==> src/rtl/two_ch_rr_arb.sv <==
`default_nettype none
// ============================================================================
// Module   : two_ch_rr_arb
// Purpose  : Two-channel packet-locked round-robin arbiter. Drives the 2:1
//            mux select and registers the granted beat into a one-entry
//            valid/ready output buffer. Keeps per-channel beat counters.
// Revision : 1.0 - initial release
// ============================================================================
module two_ch_rr_arb #(
  parameter int DW = 8,
  parameter int CW = 8
) (
  input  logic          clk,
  input  logic          rst,
  input  logic          in0_valid,
  input  logic [DW-1:0] in0_data,
  input  logic          in0_last,
  output logic          in0_ready,
  input  logic          in1_valid,
  input  logic [DW-1:0] in1_data,
  input  logic          in1_last,
  output logic          in1_ready,
  output logic          sel,
  output logic          out_valid,
  output logic [DW-1:0] out_data,
  output logic          out_last,
  input  logic          out_ready,
  output logic [CW-1:0] beats0,
  output logic [CW-1:0] beats1
);

  typedef enum logic [1:0] {
    IDLE   = 2'd0,
    GRANT0 = 2'd1,
    GRANT1 = 2'd2
  } state_t;

  state_t state;
  state_t next_state;
  logic   ptr;        // channel favoured when both request in IDLE
  logic   next_ptr;
  logic   buf_free;   // output buffer can take a beat this cycle
  logic   acc0;
  logic   acc1;

  // Buffer is free when empty or being drained this cycle.
  assign buf_free = !out_valid || out_ready;

  // Ready is only offered to the granted channel.
  assign in0_ready = (state == GRANT0) && buf_free;
  assign in1_ready = (state == GRANT1) && buf_free;

  assign acc0 = in0_valid && in0_ready;
  assign acc1 = in1_valid && in1_ready;

  assign sel = (state == GRANT1);

  // Next-state and pointer logic; grant is held until the last beat.
  always_comb begin
    next_state = state;
    next_ptr   = ptr;
    case (state)
      IDLE: begin
        if (in0_valid && (!in1_valid || (ptr == 1'b0))) begin
          next_state = GRANT0;
        end else if (in1_valid) begin
          next_state = GRANT1;
        end
      end
      GRANT0: begin
        if (acc0 && in0_last) begin
          next_state = IDLE;
          next_ptr   = 1'b1;
        end
      end
      GRANT1: begin
        if (acc1 && in1_last) begin
          next_state = IDLE;
          next_ptr   = 1'b0;
        end
      end
      default: begin
        next_state = IDLE;
      end
    endcase
  end

  // State and round-robin pointer registers.
  always_ff @(posedge clk or posedge rst) begin
    if (rst) begin
      state <= IDLE;
      ptr   <= 1'b0;
    end else begin
      state <= next_state;
      ptr   <= next_ptr;
    end
  end

  // One-entry output buffer: a new accept overwrites a beat being drained.
  always_ff @(posedge clk or posedge rst) begin
    if (rst) begin
      out_valid <= 1'b0;
      out_data  <= '0;
      out_last  <= 1'b0;
    end else if (acc0) begin
      out_valid <= 1'b1;
      out_data  <= in0_data;
      out_last  <= in0_last;
    end else if (acc1) begin
      out_valid <= 1'b1;
      out_data  <= in1_data;
      out_last  <= in1_last;
    end else if (out_ready) begin
      out_valid <= 1'b0;
    end
  end

  // Per-channel accepted-beat counters, free-running with wrap-around.
  always_ff @(posedge clk or posedge rst) begin
    if (rst) begin
      beats0 <= '0;
      beats1 <= '0;
    end else begin
      if (acc0) beats0 <= beats0 + 1'b1;
      if (acc1) beats1 <= beats1 + 1'b1;
    end
  end

endmodule
`default_nettype wire
==> config.mk <==
export PLATFORM = sky130hd
export DESIGN_NAME = two_ch_rr_arb
export DESIGN_NICKNAME = d
export VERILOG_FILES = /design/src/rtl/two_ch_rr_arb.sv
export SDC_FILE = /design/constraint.sdc
export NUM_CORES = 1
export LEC_CHECK = 0
export ABC_AREA = 0
export BUFFER_PORTS_ARGS = -buffer_cell sky130_fd_sc_hd__buf_2
export CORE_AREA = 2 2 90 71
export CTS_CLUSTER_DIAMETER = 150
export DETAILED_ROUTE_END_ITERATION = 7
export DIE_AREA = 0 0 92 73
export SYNTH_ARGS = -nofsm -noshare
export SYNTH_HDL_FRONTEND = slang
export SYNTH_SLANG_ARGS = --single-unit
==> constraint.sdc <==
create_clock -name clk -period 1.45 [get_ports clk]
set_clock_uncertainty 0.05 [all_clocks]
set_input_delay 0.145 -clock clk [delete_from_list [all_inputs] [get_ports clk]]
set_output_delay 0.145 -clock clk [all_outputs]
set_load 0.02 [all_outputs]
==> out/summary.txt <==
Status: completed
Post-synthesis sequential area ratio: 51.5%
Core area: 5940 µm²
N_diodes: 0
GP Congestion: 0.735
Post-layout total power: 3.85 mW
Grt ovf: 0
Post-synth top area cell: dfrtp_1
Mean Syn Cell Area: 10.6 µm²
Met2 routed WL: 1560 µm
Routed length per placed instance: 12.0 µm
Final setup vio count: 0
Std-Cell Rows: 25
Ports: 52
Area of the multi-input gates: 634 µm²
FMAX: 704 MHz
Post-Syn Instances: 133
CTS tree: built
Half-perimeter wire length after placement: 2530 µm
Vias per inst: 4.14
Fillers: 649
H-tree level count: 2
PnR worst setup slack: 0.0288 ns
Clk slew on worst S/H paths: 0.06 ns
Clock Tree Buf Depth: 2
Die outline width: 92 µm
Die ar.: 6720 µm²
TritonCTS Sinks: 29
Root buf cell: clkbuf_8
Synth area leaders: dfrtp_1 52%, a21oi_2 7.5%, xnor2_1 7.5%
Critical path endpoint category: flip-flop
PwrDens: 1950 nW/µm²
Vias: 1,163
Met3 WL: 212 µm
Post-synthesis register bit count: 29
Iter 0 DRT Violations: 18
Yosys top cell area share: 51.5%
R2R depth: 5
Pin count of the biggest net entering global routing: 30
Final min period: 1.42 ns
Util after Layout: 33.2%
Synth warn: 0
Post-Syn Nets: 158
Antenna viol nets, final: 0
Initial Util: 23.7%
Slowest CP cell: dfrtp_1
R2R Setup Slk: 0.03 ns
Top-count cell post-synth: dfrtp_1
CTS Buf Count: 5
Clk_lat worst skew: 0.27 ns
Async set-or-reset flop fraction in the synthesized netlist: 100%
Global-route wire length before repair: 5290 µm
Worst-path cell chain: and2b_4 > and3_4 > buf_4 > nand2_4 > xnor2_2
EDFF count, synth: 0
Synth-to-layout area growth: 40.2%
CP Max Fanout: 12
Final period utilization: 98.0%
Worst IR Drop VDD: 0.877 mV
Final nets: 225
Layout cell share with drive strength beyond 1: 45.5%
Commonest cells in the netlist: 29 x dfrtp_1, 22 x nand2_1, 12 x a21oi_2, 12 x xnor2_1, 11 x nor2_1
Critical path required time: 1.55 ns
IO Port Bufs: 51
Post-synth cell types: 24
Pre-Repair DR Iteration Count: 4
Die Y: 73 µm
Vias in the first global route: 1,131
Leakage power: 1.01 nW
Mapped Area: 1410 µm²
Slew Limit Headroom: 74.5%
Final hold vios: 0
Hold Crit Depth: 2
Register area: 726 µm²
Gr usage total: 10.2%
Max cap viols: 0
CP Launch Type: flip-flop
Fin. max-slew vios: 0
HP Class: primary input to flip-flop
Fin Hold WS: 0.0398 ns
Residual DRC count: 0
Wl on met1: 1600 µm
Top FF cell, synth: dfrtp_1
Worst slew pin tran: 0.382 ns
Unrepaired setup endpoints after global routing: yes
Setup WS pre-CTS: 0.0324 ns
Initial antenna violation count: 0
Worst setup path class: flip-flop to flip-flop
Worst Path Arrival: 1.52 ns
Max layer used: met4
Critical Path Max Stage Delay: 0.39 ns
Final WL: 3380 µm
## layer usage
layer | global-route usage, % | up-vias
li1 | - | 584
met1 | 12.7 | 541
met2 | 16.9 | 36
met3 | 3.82 | 2
met4 | 2.49 | 0
met5 | 0 | -
## cell usage in the layout, fill, tap and decap left out, types with 2 or more instances in the layout
master	n
nand2_4	3
a21oi_2	12
nand2_1	21
xnor2_1	12
buf_12	3
dfrtp_1	29
nor2_1	10
nand2b_1	2
buf_4	10
nand4_1	6
buf_6	3
buf_2	49
nand3_1	3
ha_1	2
xnor2_2	2
clkbuf_8	6
nor3_1	2
and3_1	6
a21oi_1	10
## flip-flops by register name (all words and copies together) (netlist names)
name,cells
beats0,8
beats1,8
out_data,8
state,2
out_last,1
out_valid,1
ptr,1
## critical path: cells and delay by family, from the launching register on
family	cells	cell delay, ns
simple gates	3	0.58
flops	1	0.39
buf+inv	1	0.15
xor+xnor	1	0.13
## worst paths after layout
kind / startpoint / to
hold reg to reg: beats0[7] / beats0[7]
setup / recovery: state[0] / beats1[3]
setup reg to reg: state[0] / beats1[3]
max in group asynchronous: rst / beats1[4]
hold / removal: in1_last / ptr
min in group asynchronous: rst / out_last
## metrics by stage
stage	instance area, µm²	TNS [ns]	instances
5_1_grt	1980	-0.0708	281
3_3_place_gp	1810	0	268
2_1_floorplan	1410	-0.00923	133
4_1_cts	1910	0	277
3_5_place_dp	1810	0	268
6_report	1980	0	281
## cells by family (layout without fill, tap and decap cells)
logic type / count (synthesis) / after routing / share of synthesized area (%)
simple gates: 59 / 59 / 21.4
buf+inv: 7 / 74 / 4.53
xor+xnor: 14 / 14 / 9.77
flops: 29 / 29 / 51.5
compound gates: 22 / 22 / 11.0
fa+ha+maj: 2 / 2 / 1.78
## final cells by class
cell class | count | area share [%]
clock buffer | 7 | 4.37
inverter | 1 | 0.190
multi-input combinational | 97 | 32.1
sequential | 29 | 36.7
tap | 81 | 5.13
timing repair buffer | 66 | 21.5
## power by group
group	internal [mW]	leakage (nW)	switching (mW)
Clock	0.376	0.0443	0.279
Combinational	0.815	0.600	1.03
Sequential	1.11	0.363	0.246
Total	2.30	1.01	1.55
## what timing repair did
item                                    4_1_cts  5_1_grt
endpoints found under the setup margin        1       12
hold buffers                                  1        0
setup buffers                                 1        4
resized for setup                             0        9
endpoints found under the hold margin        29        0
pin swaps                                     0        3
Power figures use the tool's default switching activity.
